<file path="src/rtl/gf_clmul_sched_pkg.sv">
// Shared definitions for the carry-less multiply scheduler: word width,
// FSM state encoding and a plain 8x8 carry-less product function.
package gf_clmul_pkg;

   localparam int W = 8;

   typedef enum logic [1:0] {
      IDLE = 2'd0,
      MUL  = 2'd1,
      DONE = 2'd2
   } state_t;

   // 8x8 carry-less product, 15 significant bits
   function automatic logic [2*W-2:0] clmul8(input logic [W-1:0] a, input logic [W-1:0] b);
      logic [2*W-2:0] p;
      p = '0;
      for (int k = 0; k < W; k++)
         if (b[k]) p = p ^ ((2*W-1)'(a) << k);
      return p;
   endfunction

endpackage

</file>
<file path="src/rtl/gf_clmul_sched_if.sv">
// Request/result bundle of the shared carry-less multiplier.
// master = requester/consumer side, slave = scheduler side.
interface gf_clmul_sched_if
   import gf_clmul_pkg::*;
#(
   parameter int NW = 4
);
   logic [1:0]          in_valid;
   logic [1:0]          in_ready;
   logic [W*NW-1:0]     in_a0;
   logic [W*NW-1:0]     in_b0;
   logic [W*NW-1:0]     in_a1;
   logic [W*NW-1:0]     in_b1;
   logic                out_valid;
   logic                out_ready;
   logic                out_id;
   logic [2*W*NW-1:0]   out_p;
   logic                busy;

   modport master (
      output in_valid, in_a0, in_b0, in_a1, in_b1, out_ready,
      input  in_ready, out_valid, out_id, out_p, busy
   );

   modport slave (
      input  in_valid, in_a0, in_b0, in_a1, in_b1, out_ready,
      output in_ready, out_valid, out_id, out_p, busy
   );
endinterface

</file>
<file path="src/rtl/gf_clmul_sched_core.sv">
// Combinational 8x8 carry-less multiplier. The product sits in c[15:1],
// c[0] is always 0.
module gf8_clmul_core
   import gf_clmul_pkg::*;
(
   input  logic [W-1:0]   a,
   input  logic [W-1:0]   b,
   output logic [2*W-1:0] c
);
   logic [2*W-2:0] p;

   // shift-and-XOR: every set bit of b adds a shifted copy of a
   always_comb begin
      p = '0;
      for (int k = 0; k < W; k++)
         if (b[k]) p = p ^ ((2*W-1)'(a) << k);
      c = {p, 1'b0};
   end
endmodule

</file>
<file path="src/rtl/gf_clmul_sched.sv">
// Round-robin scheduler sharing one 8x8 carry-less core between two
// requesters; produces the unreduced 16*NW-bit product word pair by pair.
// Optional build macro GF_CLMUL_SCHED_ZERO_SKIP_EN: word pairs with a zero
// word are skipped and take no cycle.
module gf_clmul_sched
   import gf_clmul_pkg::*;
#(
   parameter int NW = 4
)
(
   input  logic            clk,
   input  logic            rst_n,
   gf_clmul_sched_if.slave bus
);
   localparam int OP_W  = W * NW;
   localparam int ACC_W = 2 * W * NW;
   localparam int NP    = NW * NW;
   localparam int CW    = (NP > 1) ? $clog2(NP) : 1;
   localparam int SW    = $clog2(2 * NW) + 1;
`ifdef GF_CLMUL_SCHED_ZERO_SKIP_EN
   localparam bit SKIP_EN = 1'b1;
`else
   localparam bit SKIP_EN = 1'b0;
`endif

   state_t            state, state_nxt;
   logic              rr_last;
   logic [CW-1:0]     cnt;
   logic              issue_q;
   logic              vld_p1;
   logic [2*W-1:0]    prod_p1;
   logic [SW-1:0]     sh_p1;
   logic [OP_W-1:0]   a_q, b_q;
   logic              id_q;
   logic [ACC_W-1:0]  acc;

   logic [1:0]        grant;
   logic              gnt_id, accept;
   logic [OP_W-1:0]   a_sel, b_sel;
   logic [CW:0]       first_pair, next_pair;
   logic [W-1:0]      wa, wb;
   logic [2*W-1:0]    core_c;
   int                ii, jj;

   // a pair needs a cycle unless skipping is enabled and one of its words is zero
   function automatic logic pair_ok(input logic [OP_W-1:0] a, input logic [OP_W-1:0] b,
                                    input int k);
      logic nz;
      nz = (a[W*(k/NW) +: W] != '0) && (b[W*(k%NW) +: W] != '0);
      return !SKIP_EN || nz;
   endfunction

   // {found, index} of the first usable pair at or after start
   function automatic logic [CW:0] find_pair(input logic [OP_W-1:0] a, input logic [OP_W-1:0] b,
                                             input int start);
      logic [CW:0] r;
      r = '0;
      for (int k = NP - 1; k >= 0; k--)
         if (k >= start && pair_ok(a, b, k)) r = {1'b1, CW'(k)};
      return r;
   endfunction

   // arbiter: only in IDLE and out of reset; ties go to the requester not served last
   always_comb begin
      grant = 2'b00;
      if (state == IDLE && rst_n) begin
         case (bus.in_valid)
            2'b01:   grant = 2'b01;
            2'b10:   grant = 2'b10;
            2'b11:   grant = rr_last ? 2'b01 : 2'b10;
            default: grant = 2'b00;
         endcase
      end
   end

   assign bus.in_ready = grant;
   assign accept       = |(bus.in_valid & grant);
   assign gnt_id       = grant[1];
   assign a_sel        = gnt_id ? bus.in_a1 : bus.in_a0;
   assign b_sel        = gnt_id ? bus.in_b1 : bus.in_b0;
   assign first_pair   = find_pair(a_sel, b_sel, 0);
   assign next_pair    = find_pair(a_q, b_q, int'(cnt) + 1);

   // pair index -> A word i (outer), B word j (inner)
   always_comb begin
      ii = int'(cnt) / NW;
      jj = int'(cnt) % NW;
      wa = a_q[W*ii +: W];
      wb = b_q[W*jj +: W];
   end

   gf8_clmul_core u_core (
      .a (wa),
      .b (wb),
      .c (core_c)
   );

   // control state: FSM, round-robin pointer, pair counter, stage-1 valid
   always_ff @(posedge clk) begin
      if (!rst_n) begin
         state   <= IDLE;
         rr_last <= 1'b1;
         cnt     <= '0;
         issue_q <= 1'b0;
         vld_p1  <= 1'b0;
      end else begin
         state  <= state_nxt;
         vld_p1 <= 1'b0;
         if (accept) begin
            rr_last <= gnt_id;
            cnt     <= first_pair[CW-1:0];
            issue_q <= first_pair[CW];
         end else if (state == MUL && issue_q) begin
            vld_p1  <= 1'b1;
            cnt     <= next_pair[CW-1:0];
            issue_q <= next_pair[CW];
         end
      end
   end

   // --- stage 0 -> 1: core product and word offset registered ---
   // --- stage 1: XOR-accumulate; c[0] is zero, so shifting the whole core
   //     word and dropping one bit lands c[15:1] at the word offset ---
   always_ff @(posedge clk) begin
      if (accept) begin
         a_q  <= a_sel;
         b_q  <= b_sel;
         id_q <= gnt_id;
         acc  <= '0;
      end else if (state == MUL) begin
         if (issue_q) begin
            prod_p1 <= core_c;
            sh_p1   <= SW'(ii + jj);
         end
         if (vld_p1)
            acc <= acc ^ ((ACC_W'(prod_p1) << (W * int'(sh_p1))) >> 1);
      end
   end

   // next state and outputs; results only visible in DONE
   always_comb begin
      state_nxt     = state;
      bus.out_valid = 1'b0;
      bus.out_p     = '0;
      bus.out_id    = 1'b0;
      bus.busy      = (state != IDLE);
      case (state)
         IDLE: if (accept) state_nxt = MUL;
         MUL:  if (!issue_q) state_nxt = DONE;
         DONE: begin
            bus.out_valid = 1'b1;
            bus.out_p     = acc;
            bus.out_id    = id_q;
            if (bus.out_ready) state_nxt = IDLE;
         end
         default: state_nxt = IDLE;
      endcase
   end
endmodule

</file>
<file path="src/flat_wrapper.sv">
// flat-port wrapper written by rule: the top's interface ports become plain ports
module gf_clmul_sched_flat import gf_clmul_pkg::*;
#(
   parameter int NW = 4
)
  (clk, rst_n, bus_in_valid, bus_in_a0, bus_in_b0, bus_in_a1, bus_in_b1, bus_out_ready, bus_in_ready, bus_out_valid, bus_out_id, bus_out_p, bus_busy);
  gf_clmul_sched_if #(.NW(NW)) bus_i ();
  input  logic clk;
  input  logic rst_n;
  input wire logic [$bits(bus_i.in_valid)-1:0] bus_in_valid;
  input wire logic [$bits(bus_i.in_a0)-1:0] bus_in_a0;
  input wire logic [$bits(bus_i.in_b0)-1:0] bus_in_b0;
  input wire logic [$bits(bus_i.in_a1)-1:0] bus_in_a1;
  input wire logic [$bits(bus_i.in_b1)-1:0] bus_in_b1;
  input wire logic [$bits(bus_i.out_ready)-1:0] bus_out_ready;
  output wire logic [$bits(bus_i.in_ready)-1:0] bus_in_ready;
  output wire logic [$bits(bus_i.out_valid)-1:0] bus_out_valid;
  output wire logic [$bits(bus_i.out_id)-1:0] bus_out_id;
  output wire logic [$bits(bus_i.out_p)-1:0] bus_out_p;
  output wire logic [$bits(bus_i.busy)-1:0] bus_busy;
  assign bus_i.in_valid = bus_in_valid;
  assign bus_i.in_a0 = bus_in_a0;
  assign bus_i.in_b0 = bus_in_b0;
  assign bus_i.in_a1 = bus_in_a1;
  assign bus_i.in_b1 = bus_in_b1;
  assign bus_i.out_ready = bus_out_ready;
  assign bus_in_ready = bus_i.in_ready;
  assign bus_out_valid = bus_i.out_valid;
  assign bus_out_id = bus_i.out_id;
  assign bus_out_p = bus_i.out_p;
  assign bus_busy = bus_i.busy;
  gf_clmul_sched #(.NW(NW)) u_core (.clk(clk), .rst_n(rst_n), .bus(bus_i));
endmodule
</file>
<file path="config.mk">
export PLATFORM = sky130hd
export DESIGN_NAME = gf_clmul_sched_flat
export DESIGN_NICKNAME = d
export VERILOG_FILES = /design/src/rtl/gf_clmul_sched_pkg.sv /design/src/rtl/gf_clmul_sched_if.sv /design/src/rtl/gf_clmul_sched_core.sv /design/src/rtl/gf_clmul_sched.sv /design/src/flat_wrapper.sv
export SDC_FILE = /design/constraint.sdc
export NUM_CORES = 1
export LEC_CHECK = 0
export ABC_AREA = 0
export CAP_MARGIN = 20
export CORE_ASPECT_RATIO = 1.5
export CORE_MARGIN = 1.5
export CORE_UTILIZATION = 46
export DETAILED_ROUTE_END_ITERATION = 12
export PLACE_DENSITY = 0.8
export SLEW_MARGIN = 0
export SYNTH_ARGS = -nofsm -noshare
export SYNTH_HDL_FRONTEND = slang
export SYNTH_HIERARCHICAL = 1
export SYNTH_SLANG_ARGS = --single-unit
</file>
<file path="constraint.sdc">
create_clock -name clk -period 2.95 [get_ports clk]
set_input_delay 0.295 -clock clk [delete_from_list [all_inputs] [get_ports clk]]
set_output_delay 0.295 -clock clk [all_outputs]
set_load 0.005 [all_outputs]
</file>
== Word-level counts from Yosys, hierarchy flattened ==
Cells that the tools add are included.
Storage, ports and cells
  word-level logic and storage cells: 100
  output and inout port bits: 69
  input bits: 133
  register bits: 157
Cells by class
  order comparisons: 16
  multiplexer cells: 39
  equality and inequality tests: 8
  bitwise gates (word level): 11
  add/subtract/negate cells: 2
  shift-type cells: 3
  reductions and logical operators: 10
Operators by type and width (count)
  5-bit by 32-bit greater-or-equal comparator with 1-bit output, first input constant: 8
  4-bit by 32-bit greater-or-equal comparator with 1-bit output, first input constant: 4
  15-bit two-way mux: 7
  5-bit two-way mux: 16
  3-bit by 32-bit greater-or-equal comparator with 1-bit output, first input constant: 2
  32-bit two-way mux: 2
  64-bit two-way mux: 1
  32-bit by 6-bit indexed part select with 8-bit output: 2
  16-bit by 7-bit left shift with 64-bit output: 1
  64-bit by 63-bit XOR with 64-bit output: 1
  1-bit by 32-bit greater-or-equal comparator with 1-bit output, first input constant: 1
  2-bit by 32-bit greater-or-equal comparator with 1-bit output, first input constant: 1
  15-bit by 10-bit XOR with 15-bit output: 1
  15-bit by 11-bit XOR with 15-bit output: 1
  15-bit by 12-bit XOR with 15-bit output: 1
  15-bit by 13-bit XOR with 15-bit output: 1
  15-bit by 14-bit XOR with 15-bit output: 1
  15-bit XOR: 1
  15-bit by 9-bit XOR with 15-bit output: 1
  2-bit one-hot mux with 3 select lines: 2
  2-bit two-way mux: 5
  8-bit two-way mux: 1
  2-bit equality test, second input constant: 3
  3-bit AND reduction: 2
  other kinds (14): 23

== Logic depth before layout (Yosys ltp) ==
Gate-level depths: netlist of run 1.
  depth after elaboration: 20
  gate-level depth with buffers: 7
  depth with buffers taken out: 5

== Hierarchy ==
The synthesis of run 1 kept the hierarchy.
Modules (own cells, without submodules)
  gf_clmul_sched: area each 7647.3 um^2, cells an instance 625, instances 1, sequential area each 3963.8 um^2
  gf8_clmul_core: area each 759.5 um^2, cells an instance 128, instances 1, sequential area each 0.0 um^2

== Worst setup path after synthesis of run 1 ==
Ideal clock, no wire load.
  path kind: register to register
  from: register u_core.state[0]
  to: register u_core.a_q[0], enable pin
  cell stages (with the launch flop): 6
  data required time: 2495 ps
  slack: -277 ps
  data arrival time: 2772 ps
  cells stage by stage: dfxtp_1 buf_6 nor3b_2 o21ai_0 inv_1 clkbuf_1
Between the ends
  word-level cells in the longest chain between the ends: 5
RTL lines
  from (decl): line gf_clmul_sched.sv:26  | state_t state, state_nxt;
  from (signal assigned): line gf_clmul_sched.sv:107  | state <= state_nxt;
  2-bit zero test: line gf_clmul_sched.sv:66  | if (state == IDLE && rst_n) begin
  1-bit logical AND: line gf_clmul_sched.sv:66
  2-bit two-way mux: line gf_clmul_sched.sv:66
  2-bit AND: line gf_clmul_sched.sv:77  | assign accept = |(bus.in_valid & grant);
  2-bit OR reduction: line gf_clmul_sched.sv:77
  named net u_core.accept: line gf_clmul_sched.sv:38  | logic gnt_id, accept;
  to (signal assigned): line gf_clmul_sched.sv:126  | a_q <= a_sel;
  to (decl): line gf_clmul_sched.sv:33  | logic [OP_W-1:0] a_q, b_q;
The timed path passes the listed nets, and every way through them passes these cells.
A chain may end at the register's enable or synchronous reset.

== Worst setup path after layout of run 1 ==
  from: register u_core.state[1]
  to: output bus_out_p[31]
Between the ends
  word-level cells in the longest chain between the ends: 2
RTL lines
  2-bit equality test: line gf_clmul_sched.sv:147  | case (state)
  64-bit two-way mux: line gf_clmul_sched.sv:147
  to (decl): line flat_wrapper.sv:19  | output wire logic [$bits(bus_i.out_p)-1:0] bus_out_p;
Every way passes these cells.

==> summary.txt, run 1 <==
Yosys
  • Post-synth top flop: edfxtp_1
  • Netlist cell types: 47
  • Post-Synthesis Cell Area: around 8400 um^2
  • EDFF count, synth: 84
  • Sequential-to-total area share from yosys stat: 0.471
  • Largest area contributor in the netlist: edfxtp_1
  • Avg Inst Size Synth: ~11 um^2
  • Area contributors post-synth: edfxtp_1, dfxtp_1, mux2_4
  • Yosys Warn Count: 6
  • Share of the synthesized area in the top cell type: 0.300
  • Post-Synthesis Cells: ~750
  • Synth async-reset ratio: 0
  • Synth Register Bits: 156
  • Syn_nets: roughly 900

Floorplanning
  • Die Wd: 113 um
  • Starting density of the core: 0.469
  • # rows: 60
  • Core ar.: about 18000 um^2
  • Die area: between 15000 and 20000 um^2
  • Die height: 169 um
  • Total I/O pin count: a little over 200

Status
  • Status: complete, no violations

Final layout
  • Most common cell after layout, fill and taps aside: clkdlybuf4s50_1
  • Share of post-route cells with drive strength above 1: 0.152
  • Final instance area: roughly 11000 um^2
  • Final nets: about 1100
  • Commonest cells after routing, fill and taps aside: clkdlybuf4s50_1, edfxtp_1, nand2_1
  • Ant diodes: 0
  • Utilization after layout: 0.617
  • Synthesis-to-finish area growth: 31.6%

Power and ir drop
  • P_leak: 4.10 nW
  • Pwr/cell area: between 400 and 500 nW/um^2
  • VDD IR max: roughly 0.0004 V
  • Overall Power: approximately 5.4 mW

Timing
  • Pins over their slew limit: 0
  • Tcrit/Tclk final: 0.878
  • Final setup vio count: 0
  • Setup TNS: 0 ns
  • Worst Max-Slew Pin Slew: 0.977 ns
  • Max Freq: just under 400 MHz
  • Hold Vio Cnt, Final: 0
  • Tmin final: 2.59 ns
  • Clock skew: roughly 0.010 ns
  • Relative slew slack: 0.349
  • Unrepaired setup endpoints after global routing: no

Detailed routing
  • Routed Antenna Nets: 0
  • DR WL/cell: between 15 and 20 um
  • Initial DRC Count: a little over 300
  • Vias per cell: a little over 5
  • Vias: approximately 6000
  • Drt total wl: roughly 18000 um
  • Drt drc: 0
  • Total iterations of the first detailed-routing run: 4

Worst hold path
  • Hold crit path type: reg -> reg

Worst setup path
  • CP cell instances: nor2b_4, buf_4, and2_1, clkdlybuf4s50_1
  • Slowest-stage cell, CP: clkdlybuf4s50_1
  • Crit path launch type: flip-flop
  • Max incr delay on CP: 0.52 ns
  • Crit-path max FO: 66
  • CP arrival: roughly 2.3 ns
  • CP Capture Type: output port
  • Setup CP Type: reg -> out
  • Worst Path Required: ~2.7 ns

Global routing
  • Antenna violations before repair: 0
  • Largest net degree at the start of global routing: 67
  • First-pass GRT wire length: slightly below 30000 um
  • Total global-route track usage: 0.194
  • GRT Residual Overflow: 0
  • Vias in the first global route: 5858

CTS
  • H-tree depth: 4
  • Later-pin clock latency in the skew report: approximately 0.41 ns
  • CTS resizes: 0
  • Root Buffer: clkbuf_16
  • Clock sink count: 156
  • Worst-path clk slew: around 0.07 ns
  • Post-CTS setup buffer count: 0
  • Cts hold-fix bufs: 0
  • CTS tree: yes
  • Clk buf depth: 2
  • Inserted Clock Buffers: 17

Placed design
  • Placed Instance Area: about 11000 um^2
  • Gpl congestion: a little over 0.9
  • Detail Placement HPWL: ~14000 um
  • IO buf count: 200

Run
  • Max-Cap Viols: 0
routing by layer:
metal	track usage	up-vias	wire length, um
li1	-	2956	-
met1	0.207	2747	6670
met2	0.361	187	10000
met3	0.0319	38	627
met4	0.106	0	767
met5	0	-	0
per-stage QoR:
stage	cells	worst slack [ns]	hold slack [ns]
floorplan	753	0.797	0.384
global placement	1125	0.737	0.450
detailed placement	1125	0.677	0.459
CTS	1157	0.315	0.467
global route	1157	0.169	0.492
finish	1157	0.361	0.460
report_power, final:
group,switching [mW],internal (mW)
combinational,0.353,0.467
clock,0.934,1.11
sequential,0.0569,2.44
logic make-up (layout without fill, tap and decap cells):
| kind of cell | count (synthesis) | in the layout | share of synthesized area |
|---|---|---|---|
| other | 2 | 2 | 0.000893 |
| AOI/OAI and AO/OA | 49 | 49 | 0.0344 |
| adders and majority gates | 4 | 4 | 0.00685 |
| buffers and inverters | 63 | 250 | 0.0396 |
| DFF | 156 | 156 | 0.471 |
| muxes | 98 | 98 | 0.173 |
| and+or+nand+nor | 286 | 286 | 0.174 |
| xor gates and xnor gates | 95 | 95 | 0.0999 |
area by class of cell:
type                            count  area, um^2
Tap cell                          217         272
Sequential cell                   156        3960
Multi-Input combinational cell    534        4130
Inverter                            5        21.3
Fill cell                        1426        6880
Clock buffer                       17         425
Clock inverter                     15         126
Timing Repair Buffer              213        2120
Yosys cell counts (all sizes together) (2+ instances only):
cell type / n
edfxtp: 84
nand2: 74
dfxtp: 72
mux2: 72
and2: 69
xnor2: 68
nor2: 52
buf: 40
nand3: 40
xor2: 27
o21ai: 19
clkbuf: 18
a21oi: 17
nand3b: 17
mux4: 16
nor3: 16
mux2i: 10
a32oi: 7
inv: 5
nor3b: 5
ha: 3
and3: 2
conb: 2
nand2b: 2
nor2b: 2
or2: 2
sequential cells by signal, indices dropped and copies added (netlist names):
signal	cells
u_core/a_q	32
u_core/acc	63
u_core/b_q	32
u_core/cnt	4
u_core/id_q	1
u_core/issue_q	1
u_core/prod_p1	16
u_core/rr_last	1
u_core/sh_p1	3
u_core/state	2
u_core/vld_p1	1
critical path, delay by kind of cell (launching register included):
kind                   cells  cell delay (ns)
buffers and inverters      2             0.93
flip-flops                 1             0.48
AND/OR/NAND/NOR            2             0.44
path summary, 6_finish.rpt:
kind	to	start	cells after the start	slack [ns]
min	u_core/acc[36]	u_core/acc[36]	1	0.46
min reg2reg	u_core/acc[36]	u_core/acc[36]	1	0.46
max	bus_out_p[31]	u_core/state[1]	4	0.36
max reg2reg	u_core/prod_p1[6]	u_core/cnt[0]	6	0.75
Note: power is estimated with default switching activity, not from simulation.
==> run 2: changes to the inputs <==
- CORE_UTILIZATION: 46 -> 45
- PLACE_DENSITY: 0.8 -> 0.79
- SYNTH_HIERARCHICAL: 1 -> default
==> run 2 against run 1 <==
  * Non-clock buffer count shrank 2
  * Synthesized area down 6.2%
  * Via count is 2.5% higher
  * Sequential share of layout area up 0.84 points
  * Critical endpoint is now bus_out_p[4]
==> summary.txt, run 2 <==
Placed design
  • Gpl congestion: around 0.84
  • Detail Placement HPWL: around 13000 um
  • IO buf count: 200
  • Setup slack at placement: roughly 0.58 ns

Yosys
  • Yosys Warn Count: 0
  • Area contributors post-synth: edfxtp_1, dfxtp_1, mux2_2
  • Post-Synthesis Cells: approximately 730
  • Syn_nets: roughly 870
  • Post-synth top flop: edfxtp_1
  • Avg Inst Size Synth: between 10 and 15 um^2
  • Count leader, synth: nand2_1
  • Share of the synthesized area in the top cell type: 0.316
  • Sequential-to-total area share from yosys stat: 0.499
  • Synth async-reset ratio: 0
  • Largest area contributor in the netlist: edfxtp_1
  • Post-Synthesis Cell Area: slightly below 8000 um^2
  • Netlist cell types: 38
  • Synth cell count leaders: nand2_1, edfxtp_1, dfxtp_1
  • EDFF count, synth: 83
  • Synth Register Bits: around 160

Worst setup path
  • Worst Path Required: roughly 2.7 ns
  • R2r setup slk: approximately 0.58 ns
  • Crit-path max FO: 55
  • Worst r2r src: u_core.cnt[2]
  • CP Capture Type: output port
  • Crit path launch type: flip-flop
  • Setup CP Type: reg -> out
  • Reg2Reg Capture Point: u_core.prod_p1[10]
  • CP arrival: between 2 and 2.5 ns
  • Reg2reg path depth: 5

Global routing
  • Vias in the first global route: between 5000 and 6000
  • Total global-route track usage: 0.192
  • Largest net degree at the start of global routing: 65
  • GRT Residual Overflow: 0
  • First-pass GRT wire length: about 28000 um
  • Antenna violations before repair: 0

CTS
  • Post-CTS setup buffer count: 0
  • CTS tree: yes
  • Later-pin clock latency in the skew report: between 0.4 and 0.5 ns
  • Root Buffer: clkbuf_16
  • Worst-path clk slew: roughly 0.060 ns
  • Clock sink count: 155
  • H-tree depth: 4
  • Clk buf depth: 2
  • Inserted Clock Buffers: 17
  • Cts hold-fix bufs: 0
  • CTS resizes: 0

Timing
  • Worst Max-Slew Pin Slew: slightly below 0.8 ns
  • Final setup vio count: 0
  • WHS: ~0.48 ns
  • Pins over their slew limit: 0
  • Unrepaired setup endpoints after global routing: no
  • Clock skew: 0.0123 ns
  • Max Freq: 387 MHz
  • Relative slew slack: 0.467
  • Hold Vio Cnt, Final: 0
  • Tmin final: 2.58 ns
  • Setup TNS: 0 ns
  • Worst Slack Setup Final: between 0.3 and 0.4 ns
  • Tcrit/Tclk final: 0.876

Final layout
  • Final nets: roughly 1100
  • Largest registers: u_core.acc x63, u_core.a_q x32, u_core.b_q x32
  • Commonest cells after routing, fill and taps aside: clkdlybuf4s50_1, nand2_1, edfxtp_1
  • Max reg flops: 63
  • Synthesis-to-finish area growth: 36.0%
  • Ant diodes: 0
  • Share of post-route cells with drive strength above 1: 0.132
  • Most flop-heavy register: u_core.acc
  • Most common cell after layout, fill and taps aside: clkdlybuf4s50_1

Worst hold path
  • Hold path depth: 2
  • Worst hold endpoint: u_core.acc[15]
  • HP Start: u_core.acc[15]
  • Hold crit path type: reg -> reg

Run
  • Max-Cap Viols: 0

Floorplanning
  • Total I/O pin count: 202
  • Die height: approximately 170 um
  • Starting density of the core: 0.457
  • Die area: 18300 um^2
  • Core ar.: about 17000 um^2
  • Die Wd: approximately 110 um
  • # rows: 59

Detailed routing
  • Drt total wl: 17900 um
  • DR WL/cell: about 16 um
  • Vias: approximately 6100
  • Initial DRC Count: roughly 310
  • Routed Antenna Nets: 0
  • Vias per cell: about 5.3
  • Total iterations of the first detailed-routing run: 5
  • Drt drc: 0

Power and ir drop
  • P_leak: 3.77 nW
  • Pwr/cell area: between 500 and 600 nW/um^2
  • VDD IR max: approximately 0.00032 V

Status
  • Status: complete, no violations
==> run 2: changes by cell type after synthesis, sizes merged, moves of 7 or more <==
cell	change
or3	+48
a21oi	+42
nor3	-14
nand3b	-17
a31oi	+7
buf	-22
o21ai	+33
nand2	+12
a22oi	+7
nand3	-36
a32oi	-7
nor2	-28
xnor2	-25
mux2	-8
==> run 2: layout make-up <==
type | instances | area (um^2)
Tap cell | 213 | 267
Clock buffer | 21 | 493
Sequential cell | 155 | 3930
Timing Repair Buffer | 211 | 2120
Multi-Input combinational cell | 530 | 3750
Clock inverter | 11 | 130
Fill cell | 1389 | 6550
Inverter | 9 | 36.3
==> run 2: worst max-delay path by stage <==
| stage | start | to | slack, ns | cells after the start |
|---|---|---|---|---|
| 2_1_floorplan | u_core.state[0] | u_core.a_q[0] | 0.42 | 5 |
| 4_1_cts | u_core.state[1] | bus_out_p[4] | 0.33 | 4 |
| 6_report | u_core.state[1] | bus_out_p[4] | 0.37 | 4 |
| 3_5_place_dp | rst_n | u_core.a_q[5] | 0.58 | 6 |
| 3_3_place_gp | rst_n | u_core.a_q[21] | 0.65 | 6 |
| 5_1_grt | u_core.state[1] | bus_out_p[4] | 0.22 | 4 |
==> run 2: through the flow <==
step                       util  cell area, um^2  std cells  power, mW
after detailed placement  0.585            10100       1118       3.27
final                     0.621            10700       1150       5.49
after floorplan               -             7890        732       2.95
after global placement    0.585            10100       1118       3.25
after global routing      0.621            10700       1150       5.67
after CTS                 0.621            10700       1150       5.52
==> run 2: power by group <==
group,switching [mW],leakage [nW],internal (mW)
sequential,0.0437,1.36,2.42
combinational,0.349,2.10,0.414
clock,0.881,0.310,1.38
total,1.27,3.77,4.21
==> run 2: layer usage <==
metal	up-vias	part of all wire	GRT usage
met2	214	0.55	0.361
met5	-	0	0
li1	2969	-	-
met1	2861	0.38	0.209
met4	0	0.028	0.0921
met3	30	0.042	0.0328
==> run 2: kinds of logic (layout without fill, tap and decap cells) <==
kind of cell    after synthesis  in the layout  synth area share
simple gates                246            246             0.161
xor+xnor                     65             65            0.0722
buf+inv                      47            252            0.0286
other cells                   1              1          0.000476
flops                       155            155             0.499
compound gates              127            127            0.0846
mux                          87             87             0.147
fa+ha+maj                     4              4           0.00730
==> run 2: worst max-delay path, stage by stage, from the launching register on <==
cell	delay, ns
dfxtp_1	0.42
nor2b_4	0.27
buf_4	0.39
and2_1	0.19
clkdlybuf4s50_1	0.57
==> run 3: changes to the inputs <==
- CELL_PAD_IN_SITES_DETAIL_PLACEMENT: default -> 1
- CELL_PAD_IN_SITES_GLOBAL_PLACEMENT: default -> 2
- CORE_UTILIZATION: 45 -> 28
==> run 3 against run 2 <==
  * First-iteration DRC count down 24%
  * Final cell count up 12%
  * Die area up 59%
  * Setup slack better by 0.093 ns
  * Power down 2.2%
  * Sequential cell count unchanged
  * Largest power group unchanged
  * Highest routed layer unchanged
==> summary.txt, run 3 (same netlist as run 2, synthesis figures left out) <==
Floorplanning
  • Die area: 29200 um^2
  • Die Wd: approximately 140 um
  • # rows: 75
  • Die height: approximately 210 um
  • Total I/O pin count: 202
  • Starting density of the core: 0.283
  • Core ar.: 27900 um^2

Final layout
  • Largest registers: u_core.acc x63, u_core.a_q x32, u_core.b_q x32
  • Synthesis-to-finish area growth: 38.1%
  • Commonest cells after routing, fill and taps aside: clkdlybuf4s50_1, nand2_1, edfxtp_1
  • Most common cell after layout, fill and taps aside: clkdlybuf4s50_1
  • Ant diodes: 0
  • Share of post-route cells with drive strength above 1: 0.136
  • Utilization after layout: 0.391
  • Final nets: roughly 1100
  • Most flop-heavy register: u_core.acc
  • Fillers: 3062
  • Max reg flops: 63
  • Final instance area: ~11000 um^2

CTS
  • Worst-path clk slew: about 0.06 ns
  • Post-CTS setup buffer count: 0
  • Clk buf depth: 2
  • H-tree depth: 4
  • Later-pin clock latency in the skew report: roughly 0.43 ns
  • Root Buffer: clkbuf_16
  • CTS resizes: 0
  • Clock sink count: roughly 160
  • CTS tree: yes
  • Cts hold-fix bufs: 0
  • Inserted Clock Buffers: 17

Timing
  • Worst Max-Slew Pin Slew: about 0.77 ns
  • Tcrit/Tclk final: 0.844
  • Tmin final: 2.49 ns
  • Unrepaired setup endpoints after global routing: no
  • Relative slew slack: 0.474
  • Final setup vio count: 0
  • Setup TNS: 0 ns
  • WHS: roughly 0.48 ns
  • Max Freq: 402 MHz
  • Clock skew: 0.00856 ns
  • Pins over their slew limit: 0
  • Hold Vio Cnt, Final: 0

Detailed routing
  • Routed Antenna Nets: 0
  • Drt drc: 0
  • Total iterations of the first detailed-routing run: 4
  • Vias per cell: between 4 and 5
  • Vias: just over 6000
  • Drt total wl: approximately 21000 um
  • DR WL/cell: between 15 and 20 um
  • Initial DRC Count: 238

Worst setup path
  • Slowest-stage cell, CP: clkdlybuf4s50_1
  • Reg2reg path depth: 6
  • Crit-path max FO: 66
  • CP cell instances: nor2b_4, buf_4, and2_1, clkdlybuf4s50_1
  • Max incr delay on CP: 0.50 ns
  • Crit path launch: u_core.state[1]
  • Worst path depth: 4
  • CP arrival: roughly 2.2 ns
  • R2r setup slk: approximately 0.80 ns
  • Top Family by Delay on Critical Path: buffers and inverters
  • Worst r2r src: u_core.cnt[2]
  • Worst Path Required: approximately 2.7 ns
  • Setup CP Type: reg -> out
  • Reg2Reg Capture Point: u_core.prod_p1[8]
  • Crit path launch type: flip-flop
  • CP Capture Type: output port
  • Setup crit end: bus_out_p[1]
  • Worst path buffer plus inverter count: 2

Placed design
  • Detail Placement HPWL: 15700 um
  • Gpl congestion: between 0.7 and 0.8
  • IO buf count: 200
  • Placed Instance Area: between 10000 and 15000 um^2

Run
  • Max-Cap Viols: 0

Global routing
  • Vias in the first global route: 6480
  • Total global-route track usage: 0.148
  • Antenna violations before repair: 0
  • First-pass GRT wire length: about 34000 um
  • GRT Residual Overflow: 0
  • Largest net degree at the start of global routing: 67

Status
  • Status: complete, no violations

Power and ir drop
  • Pwr/cell area: around 500 nW/um^2
  • VDD IR max: ~0.00036 V
  • P_leak: approximately 3.8 nW

Worst hold path
  • Hold crit path type: reg -> reg
[run 3: power breakdown]
group	leakage [nW]	total (mW)	internal (mW)	switching, mW
combinational	2.13	0.777	0.417	0.359
sequential	1.36	2.46	2.42	0.0444
clock	0.268	2.13	1.24	0.889
[run 3: how the worst min path moves through the flow]
stage / end / slack (ns) / start / cells past startpoint
2_1_floorplan: u_core.rr_last / 0.38 / rst_n / 1
3_3_place_gp: u_core.acc[14] / 0.46 / u_core.acc[14] / 2
3_5_place_dp: u_core.acc[61] / 0.48 / u_core.acc[61] / 2
4_1_cts: u_core.rr_last / 0.48 / rst_n / 2
5_1_grt: u_core.rr_last / 0.51 / rst_n / 2
6_report: u_core.acc[12] / 0.48 / u_core.acc[12] / 2
[run 3: routing by layer]
layer | global-route usage | wire [um] | share of wire
met1 | 0.164 | 8320 | 0.40
met2 | 0.278 | 11400 | 0.54
met3 | 0.0318 | 854 | 0.041
met4 | 0.0486 | 372 | 0.018
met5 | 0 | 0 | 0
[run 3: through the flow]
step,total power [mW],instances,setup WS (ns)
floorplan,2.95,732,0.422
global placement,3.29,1257,0.672
detailed placement,3.30,1257,0.631
CTS,5.46,1289,0.389
global route,5.60,1289,0.255
finish,5.37,1289,0.460
[run 3: layout make-up]
cell class | count | area (um^2) | area share
sequential | 155 | 3930 | 0.361
timing repair buffer | 217 | 2170 | 0.199
inverter | 9 | 36.3 | 0.00333
clock inverter | 15 | 148 | 0.0136
tap | 346 | 433 | 0.0398
clock buffer | 17 | 425 | 0.0391
multi-input combinational | 530 | 3750 | 0.344
[run 3: worst register-to-register path, stage by stage (launching register included)]
cell and delay, ns:
dfxtp_1 0.33, buf_4 0.24, mux4_1 0.76, nand2_1 0.15, xor2_1 0.18, xnor2_1 0.16
xnor2_1 0.08
